**src/rtl/stopwatch_pkg.sv**
```systemverilog
// Shared types and constants for the stopwatch controller and its time accumulator.
package stopwatch_pkg;

    typedef enum logic [1:0] {
        IDLE  = 2'd0,
        RUN   = 2'd1,
        PAUSE = 2'd2
    } sw_state_e;

    localparam int unsigned SEC_W       = 6;
    localparam int unsigned MIN_W       = 7;
    localparam int unsigned SEC_MAX_DEF = 59;
    localparam int unsigned MIN_MAX_DEF = 99;

endpackage : stopwatch_pkg

```
**src/rtl/time_accum.sv**
```systemverilog
// Chained seconds/minutes counters advanced by one qualified 1 s tick per inc pulse.
module time_accum
    import stopwatch_pkg::*;
#(
    parameter int unsigned SEC_MAX = SEC_MAX_DEF,
    parameter int unsigned MIN_MAX = MIN_MAX_DEF
) (
    input  logic             clk,
    input  logic             rst,
    input  logic             inc,
    input  logic             clr,
    output logic [SEC_W-1:0] sec,
    output logic [MIN_W-1:0] min,
    output logic             wrap
);

    localparam logic [SEC_W-1:0] SEC_LAST = SEC_W'(SEC_MAX);
    localparam logic [MIN_W-1:0] MIN_LAST = MIN_W'(MIN_MAX);

    // NOTE: sequential state uses non-blocking (<=) so every register samples pre-edge values.
    always_ff @(posedge clk) begin
        if (rst) begin
            sec  <= '0;
            min  <= '0;
            wrap <= 1'b0;
        end else begin
            wrap <= 1'b0;
            if (clr) begin
                sec <= '0;
                min <= '0;
            end else if (inc) begin
                if (sec != SEC_LAST) begin
                    sec <= sec + 1'b1;
                end else begin
                    sec <= '0;
                    if (min != MIN_LAST) begin
                        min <= min + 1'b1;
                    end else begin
                        min  <= '0;
                        wrap <= 1'b1;
                    end
                end
            end
        end
    end

endmodule : time_accum

```
**src/rtl/stopwatch_ctrl.sv**
```systemverilog
// Stopwatch run/pause/clear sequencer with display registers.
// Lap freeze is built only when STOPWATCH_LAP_EN is defined.
module stopwatch_ctrl
    import stopwatch_pkg::*;
#(
    parameter int unsigned SEC_MAX = SEC_MAX_DEF,
    parameter int unsigned MIN_MAX = MIN_MAX_DEF
) (
    input  logic             clk,
    input  logic             rst,
    input  logic             start_stop,
    input  logic             clear,
    input  logic             lap,
    input  logic             tick,
    output logic             cnt_en,
    output logic             cnt_clr,
    output logic [SEC_W-1:0] sec,
    output logic [MIN_W-1:0] min,
    output logic [SEC_W-1:0] disp_sec,
    output logic [MIN_W-1:0] disp_min,
    output logic             running,
    output logic             wrap,
    output logic             lap_active
);

    sw_state_e state, next_state;
    logic      clr_accept;
    logic      lap_next;

    time_accum #(
        .SEC_MAX (SEC_MAX),
        .MIN_MAX (MIN_MAX)
    ) u_time_accum (
        .clk  (clk),
        .rst  (rst),
        .inc  (tick & cnt_en),
        .clr  (clr_accept),
        .sec  (sec),
        .min  (min),
        .wrap (wrap)
    );

    // NOTE: every always_comb output gets a default first so no path can infer a latch.
    always_comb begin
        next_state = state;
        clr_accept = 1'b0;
        unique case (state)
            IDLE: begin
                if (clear) begin
                    clr_accept = 1'b1;
                end else if (start_stop) begin
                    next_state = RUN;
                end
            end
            RUN: begin
                if (start_stop) begin
                    next_state = PAUSE;
                end
            end
            PAUSE: begin
                if (clear) begin
                    clr_accept = 1'b1;
                    next_state = IDLE;
                end else if (start_stop) begin
                    next_state = RUN;
                end
            end
            default: next_state = IDLE;
        endcase
    end

    // The prescaler must count in the very cycle RUN is entered, so this is a pure state decode.
    always_comb begin
        cnt_en = (state == RUN);
    end

`ifdef STOPWATCH_LAP_EN
    always_comb begin
        lap_next = lap_active;
        if (next_state == IDLE) begin
            lap_next = 1'b0;
        end else if (state == RUN && lap) begin
            lap_next = ~lap_active;
        end
    end
`else
    logic unused_lap;
    assign unused_lap = lap;
    assign lap_next   = 1'b0;
`endif

    always_ff @(posedge clk) begin
        if (rst) begin
            state      <= IDLE;
            running    <= 1'b0;
            cnt_clr    <= 1'b0;
            lap_active <= 1'b0;
            disp_sec   <= '0;
            disp_min   <= '0;
        end else begin
            state      <= next_state;
            running    <= (next_state == RUN);
            cnt_clr    <= clr_accept;
            lap_active <= lap_next;
            // Hold only while the freeze persists; setting or releasing it reloads live time.
            if (!(lap_active && lap_next)) begin
                disp_sec <= sec;
                disp_min <= min;
            end
        end
    end

endmodule : stopwatch_ctrl

```
**config.mk**
```make
export PLATFORM = sky130hd
export DESIGN_NAME = stopwatch_ctrl
export DESIGN_NICKNAME = d
export VERILOG_FILES = /design/src/rtl/stopwatch_pkg.sv /design/src/rtl/time_accum.sv /design/src/rtl/stopwatch_ctrl.sv
export SDC_FILE = /design/constraint.sdc
export NUM_CORES = 1
export LEC_CHECK = 0
export CAP_MARGIN = 20
export CORE_AREA = 3 3 69 52
export CTS_CLUSTER_SIZE = 12
export DETAILED_ROUTE_END_ITERATION = 6
export DIE_AREA = 0 0 72 55
export GPL_TIMING_DRIVEN = 0
export PLACE_DENSITY_LB_ADDON = 0.08
export SETUP_SLACK_MARGIN = 0.02
export SYNTH_ARGS = -nofsm -noshare
export SYNTH_HDL_FRONTEND = slang
export SYNTH_HIERARCHICAL = 1
export SYNTH_SLANG_ARGS = --single-unit
```
**constraint.sdc**
```tcl
create_clock -name clk -period 1.7 [get_ports clk]
set_clock_uncertainty 0.15 [all_clocks]
set_input_delay 0.255 -clock clk [delete_from_list [all_inputs] [get_ports clk]]
set_output_delay 0.255 -clock clk [all_outputs]
set_load 0.02 [all_outputs]
```
==> summary.md, run 1 <==
| Metric | Value |
|---|---|
| Fin crit share | 0.9469 |
| Number of synthesized flops with an enable pin | 0 |
| Area Growth Syn to Fin | 43.12% |
| Total Nets Final | 169 |
| Post-route ant nets | 0 |
| Slew Limit Fails | 0 |
| Simple-gate portion of the synthesized area | 0.2967 |
| R2r setup slk | 0.09 ns |
| Min-Delay Path Class | flop to flop |
| Worst Setup SP | state[0]$_SDFF_PP0_ |
| Syn Area/Cell | 9.852 sq um |
| Drt pass-1 iters | 4 |
| Final wirelength | 2.484 mm |
| Largest net degree at the start of global routing | 11 |
| Vias in the first global route | 864 |
| Worst Path Arrival | 1.63 ns |
| Total Power | 1.414 mW |
| Initial antenna violation count | 0 |
| Core ar. | 0.003042 sq mm |
| Fin. Hold Viols | 0 |
| Number of DRC markers in iteration 0 | 38 |
| Syn Inst Count | 119 |
| Count of warnings emitted by yosys | 6 |
| Vias per cell | 4.650 |
| Worst Setup Path Type | flop to flop |
| DP Wirelength | 1.787 mm |
| Reg2Reg Depth | 6 |
| Reg-to-reg endpoint | u_time_accum/min[2]$_SDFFE_PP0P_ |
| Peak supply drop | 0.3453 mV |
| Critical Path End Type | flop |
| Placed cell areas | 0.001570 sq mm |
| Worst-Skew Late Latency | 0.27 ns |
| Main combinational cell family by area after synthesis | simple AND/OR/NAND/NOR gates |
| First-pass GRT wire length | 4.008 mm |
| #FFs+latches synth | 31 |
| Crit path time final | 1.610 ns |
| Inserted Clock Buffers | 5 |
| Die X | 72 um |
| Post-route design area | 0.001678 sq mm |
| Netlist cell types | 34 |
| Final setup fails | 0 |
| Buffers on Ports | 34 |
| Die Area | 0.003960 sq mm |
| Grt total ovfl | 0 |
| Max Cap Viol | 0 |
| Static leakage | 0.6631 nW |
| Final GP Congestion | 0.7460 |
| Max FO, Critical Path | 4 |
| CTS root buf | clkbuf_8 |
| Compound-Gate Fraction of Synth Area | 0.04269 |
| Status | completed |
| Net count after synthesis | 127 |
| Die H | 55 um |
| Clk buf depth | 2 |
| PD cells | 842.5 mW/mm^2 |
| Sink Count | 31 |
| Crit path capture | u_time_accum/min[2]$_SDFFE_PP0P_ |
| Top Ports | 37 |
| Fraction of the mapped netlist area in adder cells | 0.02134 |
| Total Routing Usage GR | 0.1357 |
| # DRC | 0 |
| Routed len/inst | 12.42 um |
| CTS tree | built |
| R2R Path Start | state[0]$_SDFF_PP0_ |
| CP startpoint kind | flop |
| Layout cells sized above 1 | 0.1605 |
| N_diodes | 0 |
| Fmax | 0.6212 GHz |
| Clk pin slew, worst setup/hold paths | 0.06 ns |
| RSZ-0062 raised after global routing | true |
| FP Rows | 17 |
| Mapped cell area | 0.001172 sq mm |
| Post-synthesis mux area share | 0.008538 |
| Async SR Flop Fraction | 0 |
| # H-tree levels | 2 |
| Required @ worst endpoint | 1.72 ns |
| Setup_tns | 0 ns |
| DR vias | 930 |
| Post-synthesis xor/xnor area fraction | 0.07471 |
| Sequential-to-total area share from yosys stat | 0.5293 |
| Starting Density | 0.3854 |
| Main synth FF type | dfxtp_1 |
-- routing by layer --
metal / track usage / part of all wire
met5: 0 / 0
met4: 0.07500 / 0.014
met3: 0.04513 / 0.053
met2: 0.2088 / 0.43
met1: 0.1699 / 0.50
-- worst max-delay path, cell delays in order (launching register included) --
cell	delay [ns]
dfxtp_4	0.35
nor2b_4	0.13
and2_4	0.17
nand4b_1	0.18
nor2_2	0.24
a21o_1	0.21
nor2_1	0.06
-- state kept, by name, indices dropped and copies added, names as in the netlist --
register and flops:
disp_min 7, u_time_accum/min 7, disp_sec 6, u_time_accum/sec 6, state 2, cnt_clr 1, running 1, u_time_accum/wrap 1
-- synthesized netlist by cell type, drive strengths merged, types with 2 or more instances --
master,instances,share of area
dfxtp,31,0.53
xnor2,7,0.052
clkbuf,2,0.0075
nor2b,15,0.080
buf,2,0.013
xor2,3,0.022
nand4,4,0.027
a21oi,5,0.021
ha,2,0.021
or3b,2,0.015
nor4,2,0.021
o21ai,2,0.0085
nand3,2,0.0085
nor2,17,0.057
or2,2,0.011
nand2,8,0.026
-- power breakdown --
part / leakage (nW) / internal (mW) / switching, mW
clock network: 0.0515 / 0.369 / 0.243
logic: 0.360 / 0.0322 / 0.0345
registers: 0.252 / 0.732 / 0.00338
-- cell type report --
class	count	area [sq um]
timing repair buffer	37	344.1
buffer	2	11.26
multi-input combinational	83	544.3
sequential	31	626.9
tap	38	47.55
fill	291	1364
clock buffer	8	100.1
inverter	1	3.754
-- repair_timing --
item	4_1_cts	5_1_grt
gates cloned	0	0
endpoints found under the hold margin	0	0
hold buffers	0	0
buffers inserted	1	2
endpoints found under the setup margin	24	11
pin swaps	2	3
gates resized for setup	19	5
-- cell families after synthesis --
family | after synthesis
other | 1
muxes | 1
xor gates and xnor gates | 10
adders and majority gates | 2
DFF | 31
AOI/OAI and AO/OA | 9
buffers and inverters | 5
and+or+nand+nor | 60
-- metrics by stage --
step                instances    util  hold WS [ns]  setup slack, ns
floorplan                 119       -        0.1766          0.01483
detailed placement        191  0.5162        0.3599          -0.4051
finish                    200  0.5516        0.3531          0.09024
global placement          191  0.5162        0.3614          -0.3863
CTS                       200  0.5487        0.3572          0.02878
global route              200  0.5516        0.3736         0.004916
-- worst min path at each step --
| stage | from | to | slack (ns) | cells past startpoint |
|---|---|---|---|---|
| 6_report | u_time_accum/sec[1]$_SDFFE_PP0P_ | disp_sec[1]$_SDFF_PP0_ | 0.35 | 1 |
| 5_1_grt | u_time_accum/sec[1]$_SDFFE_PP0P_ | disp_sec[1]$_SDFF_PP0_ | 0.37 | 1 |
| 4_1_cts | rst | disp_min[2]$_SDFF_PP0_ | 0.36 | 2 |
| 3_5_place_dp | u_time_accum/min[1]$_SDFFE_PP0P_ | disp_min[1]$_SDFF_PP0_ | 0.36 | 1 |
| 3_3_place_gp | u_time_accum/sec[1]$_SDFFE_PP0P_ | disp_sec[1]$_SDFF_PP0_ | 0.36 | 1 |
| 2_1_floorplan | rst | disp_min[0]$_SDFF_PP0_ | 0.18 | 1 |
-- cells in the final DEF (no fill, tap or decap), types with 2 or more instances in the layout --
master | synthesis | final
buf_4 | 2 | 4
clkbuf_1 | 1 | 2
dfxtp_2 | 0 | 2
clkdlybuf4s50_1 | 0 | 19
nor2_2 | 1 | 3
nor2b_1 | 15 | 14
xnor2_1 | 7 | 7
a21oi_1 | 5 | 5
nor2_1 | 16 | 14
dlygate4sd2_1 | 0 | 15
xor2_1 | 3 | 3
nand2_1 | 8 | 8
nand3_1 | 2 | 2
clkbuf_8 | 0 | 7
dfxtp_1 | 31 | 28
o21ai_0 | 2 | 2
nand4_1 | 3 | 3
nor4_2 | 2 | 2
(Power assumes the default switching activity.)
==> run 2, diff against run 1 <==
CORE_AREA = 3 3 68 51   (was 3 3 69 52)
DIE_AREA = 0 0 71 54   (was 0 0 72 55)
SYNTH_HIERARCHICAL = not set   (was 1)
==> summary.md, run 2 <==
| Metric | Value |
|---|---|
| Status | finished with violations (was completed) |
| Failing checks | negative setup slack |
| Worst Setup Path Type | flop to flop (unchanged) |
| Async SR Flop Fraction | 0 (unchanged) |
| Reg-to-reg endpoint | u_time_accum.min[5]$_SDFFE_PP0P_ (was u_time_accum/min[2]$_SDFFE_PP0P_) |
| Total Routing Usage GR | 0.1429 (was 0.1357) |
| Starting Density | 0.4054 (was 0.3854) |
| Switching share of power | 0.2151 (was 0.1990) |
| Pint | 1.124 mW (was 1.132 mW) |
| Post-cts hold buffer count | 0 (unchanged) |
| #FFs+latches synth | 31 (unchanged) |
| P_sw | 0.3080 mW (was 0.2813 mW) |
| Number of synthesized flops with an enable pin | 0 (unchanged) |
| Combinational share of power | 0.046 (was 0.047) |
| Fin. Hold Viols | 0 (unchanged) |
| Critical Path End Type | flop (unchanged) |
| Synth top cells by count | dfxtp_1 (31), nor2_1 (19), nor2b_1 (13) (was dfxtp_1 (31), nor2_1 (16), nor2b_1 (15)) |
| Crit path time final | 1.706 ns (was 1.610 ns) |
| Initial antenna violation count | 0 (unchanged) |
| Crit-path leading delay family | simple AND/OR/NAND/NOR gates (unchanged) |
| Commonest cells after routing, fill and taps aside | dfxtp_1 (24), nor2_1 (19), clkdlybuf4s50_1 (19) (was dfxtp_1 (28), clkdlybuf4s50_1 (19), dlygate4sd2_1 (15)) |
| Layout cells sized above 1 | 0.2229 (was 0.1605) |
| Final setup fails | 2 (was 0) |
| DR vias | 939 (was 930) |
| Top post-synthesis cells by area | dfxtp_1 (55%), nor2b_1 (7.2%), nor2_1 (6.3%), xnor2_1 (5.4%), nand2_1 (2.3%) (was dfxtp_1 (53%), nor2b_1 (8.0%), xnor2_1 (5.2%), nor2_1 (5.1%), nand2_1 (2.6%)) |
| CTS tree | built (unchanged) |
| Largest net degree at the start of global routing | 11 (unchanged) |
| Hold EP | u_time_accum.sec[1]$_SDFFE_PP0N_ (was disp_sec[1]$_SDFF_PP0_) |
| R2R Path Start | u_time_accum.sec[0]$_SDFFE_PP0N_ (was state[0]$_SDFF_PP0_) |
| First-pass GRT wire length | 4.029 mm (was 4.008 mm) |
| FP Rows | 16 (was 17) |
| Min-Delay Path Class | input port to flop (was flop to flop) |
| CTS root buf | clkbuf_8 (unchanged) |
| Post-synthesis xor/xnor area fraction | 0.06938 (was 0.07471) |
| Main combinational cell family by area after synthesis | simple AND/OR/NAND/NOR gates (unchanged) |
| Die Area | 0.003834 sq mm (was 0.003960 sq mm) |
| Top Ports | 37 (unchanged) |
| N_diodes | 0 (unchanged) |
| Drt pass-1 iters | 4 (unchanged) |
| Peak supply drop | 0.5457 mV (was 0.3453 mV) |
| # H-tree levels | 2 (unchanged) |
| Required @ worst endpoint | 1.77 ns (was 1.72 ns) |
| Final wirelength | 2.588 mm (was 2.484 mm) |
| Total Nets Final | 173 (was 169) |
| Static leakage | 0.7500 nW (was 0.6631 nW) |
| Syn Area/Cell | 9.710 sq um (was 9.852 sq um) |
| Inserted Clock Buffers | 5 (unchanged) |
| Cell count after placement | 187 (was 191) |
| Die X | 71 um (was 72 um) |
| Number of DRC markers in iteration 0 | 32 (was 38) |
| Max FO, Critical Path | 5 (was 4) |
| Critical path buffer and inverter count | 0 (unchanged) |
| Reg2Reg Depth | 5 (was 6) |
| Grt total ovfl | 0 (unchanged) |
| Fmax | 0.5862 GHz (was 0.6212 GHz) |
| Non-filler cells, final | 202 (was 200) |
| Net count after synthesis | 125 (was 127) |
| Commonest non-fill, non-tap cell in the layout | dfxtp_1 (unchanged) |
| PD cells | 817.9 mW/mm^2 (was 842.5 mW/mm^2) |
| Core ar. | 0.002803 sq mm (was 0.003042 sq mm) |
| Worst Setup SP | u_time_accum.sec[0]$_SDFFE_PP0N_ (was state[0]$_SDFF_PP0_) |
| Fillers | 251 (was 291) |
| Max incr delay on CP | 0.48 ns (was 0.35 ns) |
| Slew Limit Fails | 0 (unchanged) |
| Clock power frac | 0.442 (was 0.433) |
| Yosys top cell by area | dfxtp_1 (unchanged) |
| Clk pin slew, worst setup/hold paths | 0.07 ns (was 0.06 ns) |
| Final GP Congestion | 0.6898 (was 0.7460) |
| Worst Hold Depth | 3 (was 1) |
| Worst-Skew Late Latency | 0.28 ns (was 0.27 ns) |
| Fraction of the mapped netlist area in adder cells | 0.02203 (was 0.02134) |
| Total Power | 1.432 mW (was 1.414 mW) |
| Top cell type's share of synthesized area | 0.5463 (was 0.5293) |
| Fin util | 0.6246 (was 0.5516) |
| Post-route ant nets | 0 (unchanged) |
| Die H | 54 um (was 55 um) |
| CP startpoint kind | flop (unchanged) |
| Buffers on Ports | 34 (unchanged) |
| Post-synthesis mux area share | 0.008811 (was 0.008538) |
| Hold_ws | 0.2880 ns (was 0.3531 ns) |
| Fin crit share | 1.003 (was 0.9469) |
| FF/Latch Area | 636.9 sq um (was 626.9 sq um) |
| Count of warnings emitted by yosys | 0 (was 6) |
| Compound-Gate Fraction of Synth Area | 0.04185 (was 0.04269) |
| Mapped cell area | 0.001136 sq mm (was 0.001172 sq mm) |
| Routed len/inst | 12.81 um (was 12.42 um) |
| Biggest regs | disp_min: 7 flops, u_time_accum.min: 7 flops (was disp_min: 7 flops, u_time_accum/min: 7 flops) |
| Clk buf depth | 2 (unchanged) |
| R2r setup slk | -0.006 ns (was 0.09 ns) |
| Crit-path cells | ha_4, nand4b_4, or2_4, or4_4, a21oi_2 (was nor2b_4, and2_4, nand4b_1, nor2_2, a21o_1, nor2_1) |
| Main synth FF type | dfxtp_1 (unchanged) |
| Crit-path slowest cell | or4_4 (was dfxtp_4) |
| Simple-gate portion of the synthesized area | 0.2874 (was 0.2967) |
| Sequential-to-total area share from yosys stat | 0.5463 (was 0.5293) |
| Max Cap Viol | 0 (unchanged) |
| Syn Inst Count | 117 (was 119) |
| PnR worst setup slack | -0.005898 ns (was 0.09024 ns) |
| DP Wirelength | 1.769 mm (was 1.787 mm) |
| RSZ-0062 raised after global routing | true (unchanged) |
| Setup_tns | -0.01048 ns (was 0 ns) |
| Area Growth Syn to Fin | 54.07% (was 43.12%) |
| Vias in the first global route | 893 (was 864) |
| Worst Path Arrival | 1.77 ns (was 1.63 ns) |
| Hold Crit Start | tick (was u_time_accum/sec[1]$_SDFFE_PP0P_) |
| # DRC | 0 (unchanged) |
| Count leader, synth | dfxtp_1 (unchanged) |
| Sink Count | 31 (unchanged) |
| Netlist cell types | 26 (was 34) |
| Seq pwr share | 0.513 (was 0.520) |
| Vias per cell | 4.649 (was 4.650) |
| Multi-input gate area | 554.3 sq um (was 544.3 sq um) |
[run 2: cell count changes after synthesis, moves of 3 or more]
cell,delta
nand3_1,+3
nor3_1,+3
nand4_1,-3
nor2_1,+3
[run 2: final cells by class]
| class | instances | area share |
|---|---|---|
| Sequential cell | 31 | 0.3638 |
| Multi-Input combinational cell | 81 | 0.3167 |
| Timing Repair Buffer | 42 | 0.2237 |
| Clock buffer | 7 | 0.05504 |
| Tap cell | 36 | 0.02573 |
| Buffer | 2 | 0.006433 |
| Clock inverter | 1 | 0.004289 |
| Inverter | 2 | 0.004289 |
[run 2: routing by layer]
layer | vias to the layer above | GRT usage | part of all wire
met3 | 5 | 0.07836 | 0.068
met2 | 28 | 0.2323 | 0.46
li1 | 484 | - | -
met4 | 0 | 0.04688 | 0.010
met1 | 422 | 0.1626 | 0.46
met5 | - | 0 | 0
[run 2: per-stage QoR]
stage | worst slack, ns | instance area (sq um)
after floorplan | -0.09774 | 1161
final | -0.005898 | 1750
after detailed placement | -0.5092 | 1546
after CTS | -0.02746 | 1678
after global placement | -0.4740 | 1546
after global routing | -0.05494 | 1750
[run 2: logic make-up after synthesis]
logic type	after synthesis
AND/OR/NAND/NOR	60
flip-flops	31
XOR/XNOR	9
AO/OA/AOI/OAI	8
buffers and inverters	5
adder cells (fa/ha/maj)	2
other	1
multiplexers	1
[run 2: worst max-delay path by stage]
stage / to / slack, ns / depth (start not counted)
global placement: u_time_accum.min[5]$_SDFFE_PP0P_ / -0.47 / 6
detailed placement: u_time_accum.min[6]$_SDFFE_PP0P_ / -0.51 / 6
floorplan: u_time_accum.min[6]$_SDFFE_PP0P_ / -0.1 / 6
global route: u_time_accum.min[6]$_SDFFE_PP0P_ / -0.05 / 5
CTS: u_time_accum.min[5]$_SDFFE_PP0P_ / -0.03 / 5
finish: u_time_accum.min[5]$_SDFFE_PP0P_ / -0.006 / 5
[run 2: tightest hold or removal path, delay by kind of cell]
family,cells,cell delay (ns)
AO/OA/AOI/OAI,1,0.05
buffers and inverters,1,0.28
AND/OR/NAND/NOR,1,0.10
[run 2: timing repair]
item / in CTS / in global routing
setup buffers: 5 / 3
setup endpoints to repair: 14 / 10
pin swaps: 1 / 2
resized for setup: 18 / 12
[run 2: power groups by stage]
stage	clock, mW	combinational [mW]	sequential, mW
2_1_floorplan	0	0.0277	0.755
3_3_place_gp	0	0.0627	0.751
3_5_place_dp	0	0.0643	0.751
4_1_cts	0.643	0.0637	0.735
5_1_grt	0.682	0.0712	0.734
6_report	0.633	0.0653	0.734
==> run 3, diff against run 2 <==
CAP_MARGIN = 40   (was 20)
CORE_AREA = 2 2 67 50   (was 3 3 68 51)
DIE_AREA = 0 0 69 52   (was 0 0 71 54)
TNS_END_PERCENT = 10   (was not set)
==> summary.md, run 3 (synthesis results as in run 2) <==
| Metric | Value |
|---|---|
| Status | completed (was finished with violations) |
| Critical Path End Type | flop (unchanged) |
| CP startpoint kind | flop (unchanged) |
| Worst Setup SP | u_time_accum.sec[2]$_SDFFE_PP0N_ (was u_time_accum.sec[0]$_SDFFE_PP0N_) |
| Commonest non-fill, non-tap cell in the layout | dfxtp_1 (unchanged) |
| Static leakage | 0.7263 nW (was 0.7500 nW) |
| PD cells | 790.5 mW/mm^2 (was 817.9 mW/mm^2) |
| Number of DRC markers in iteration 0 | 33 (was 32) |
| Fin. Hold Viols | 0 (unchanged) |
| Worst Path Arrival | 1.74 ns (was 1.77 ns) |
| Sink Count | 31 (unchanged) |
| Die H | 52 um (was 54 um) |
| CTS tree | built (unchanged) |
| Layout cells sized above 1 | 0.1852 (was 0.2229) |
| Vias per cell | 4.540 (was 4.649) |
| # H-tree levels | 2 (unchanged) |
| Place WS | -0.4831 ns (was -0.5092 ns) |
| Drt pass-1 iters | 4 (unchanged) |
| Vias in the first global route | 839 (was 893) |
| DR vias | 908 (was 939) |
| Area Growth Syn to Fin | 48.02% (was 54.07%) |
| Hold_ws | 0.2997 ns (was 0.2880 ns) |
| Final wirelength | 2.245 mm (was 2.588 mm) |
| Setup_tns | 0 ns (was -0.01048 ns) |
| Biggest regs | disp_min: 7 flops, u_time_accum.min: 7 flops (unchanged) |
| Starting Density | 0.3815 (was 0.4054) |
| Peak supply drop | 0.4032 mV (was 0.5457 mV) |
| Required @ worst endpoint | 1.76 ns (was 1.77 ns) |
| Worst Setup Path Type | flop to flop (unchanged) |
| Inserted Clock Buffers | 5 (unchanged) |
| Final setup fails | 0 (was 2) |
| Fin crit share | 0.9884 (was 1.003) |
| Die X | 69 um (was 71 um) |
| Final GP Congestion | 0.7142 (was 0.6898) |
| Total Nets Final | 169 (was 173) |
| Worst Hold Depth | 3 (unchanged) |
| Die Area | 0.003588 sq mm (was 0.003834 sq mm) |
| R2R Path Start | u_time_accum.sec[2]$_SDFFE_PP0N_ (was u_time_accum.sec[0]$_SDFFE_PP0N_) |
| Largest net degree at the start of global routing | 11 (unchanged) |
| Commonest cells after routing, fill and taps aside | dfxtp_1 (24), clkdlybuf4s50_1 (20), nor2_1 (19) (was dfxtp_1 (24), nor2_1 (19), clkdlybuf4s50_1 (19)) |
| Total Routing Usage GR | 0.1381 (was 0.1429) |
| Buffers on Ports | 34 (unchanged) |
| N_diodes | 0 (unchanged) |
| Crit path time final | 1.680 ns (was 1.706 ns) |
| Reg2Reg Depth | 4 (was 5) |
| CTS root buf | clkbuf_8 (unchanged) |
| Clk pin slew, worst setup/hold paths | 0.06 ns (was 0.07 ns) |
| Core ar. | 0.002978 sq mm (was 0.002803 sq mm) |
| RSZ-0062 raised after global routing | true (unchanged) |
| Routed len/inst | 11.23 um (was 12.81 um) |
| Hold Crit Start | tick (unchanged) |
| Slew Limit Fails | 0 (unchanged) |
| Initial antenna violation count | 0 (unchanged) |
| Max Cap Viol | 0 (unchanged) |
| Min-Delay Path Class | input port to flop (unchanged) |
| Top Ports | 37 (unchanged) |
| Clk buf depth | 2 (unchanged) |
| Fmax | 0.5952 GHz (was 0.5862 GHz) |
| FP Rows | 17 (was 16) |
| PnR worst setup slack | 0.01977 ns (was -0.005898 ns) |
| Grt total ovfl | 0 (unchanged) |
| Max FO, Critical Path | 6 (was 5) |
| # DRC | 0 (unchanged) |
| First-pass GRT wire length | 3.781 mm (was 4.029 mm) |
| Worst-Skew Late Latency | 0.27 ns (was 0.28 ns) |
| DP Wirelength | 1.620 mm (was 1.769 mm) |
| Post-route ant nets | 0 (unchanged) |
run 3: power breakdown:
group / total (mW) / switching (mW) / internal, mW
Sequential: 0.736 / 0.00567 / 0.730
Combinational: 0.0624 / 0.0362 / 0.0261
Clock: 0.531 / 0.245 / 0.286
run 3: path summary, 6_finish.rpt:
check / end / slack, ns
setup / recovery: u_time_accum.min[5]$_SDFFE_PP0P_ / 0.02
hold / removal: u_time_accum.sec[1]$_SDFFE_PP0N_ / 0.30
setup reg to reg: u_time_accum.min[5]$_SDFFE_PP0P_ / 0.02
hold reg to reg: disp_sec[5]$_SDFF_PP0_ / 0.35
run 3: routing by layer:
layer	vias up	GRT usage	part of all wire
met1	406	0.1732	0.49
met4	0	0.05882	0.012
met2	25	0.2131	0.43
met5	-	0	0
met3	4	0.05426	0.069
li1	473	-	-
run 3: final cells by class:
| type | instances | area [sq um] |
|---|---|---|
| plain buffers | 2 | 11.26 |
| multi-input cells | 81 | 535.5 |
| clock buffers | 7 | 76.32 |
| well taps | 38 | 47.55 |
| fillers | 278 | 1296 |
| inverters | 2 | 7.507 |
| flip-flops and latches | 31 | 634.4 |
| repair buffers | 38 | 364.1 |
| clock inverters | 1 | 5.005 |
run 3: what timing repair did:
| action | in CTS | in global routing |
|---|---|---|
| setup endpoints to repair | 11 | 11 |
| hold buffers | 0 | 0 |
| resized for setup | 13 | 13 |
| pin swaps | 2 | 1 |
| buffers inserted | 4 | 0 |
run 3: worst max-delay path: stages, from the launching register on:
cell and delay [ns]:
dfxtp_2 0.35, nand4b_1 0.22, or2_4 0.30, or4_4 0.48, a21oi_2 0.12
run 3: metrics by stage:
stage,utilization,power [mW],instance area (sq um),instances
after global placement,0.5202,0.8141,1549,189
after floorplan,-,0.7825,1161,117
after detailed placement,0.5202,0.8154,1549,189
after CTS,0.5538,1.349,1649,200
after global routing,0.5647,1.394,1682,200
final,0.5647,1.329,1682,200
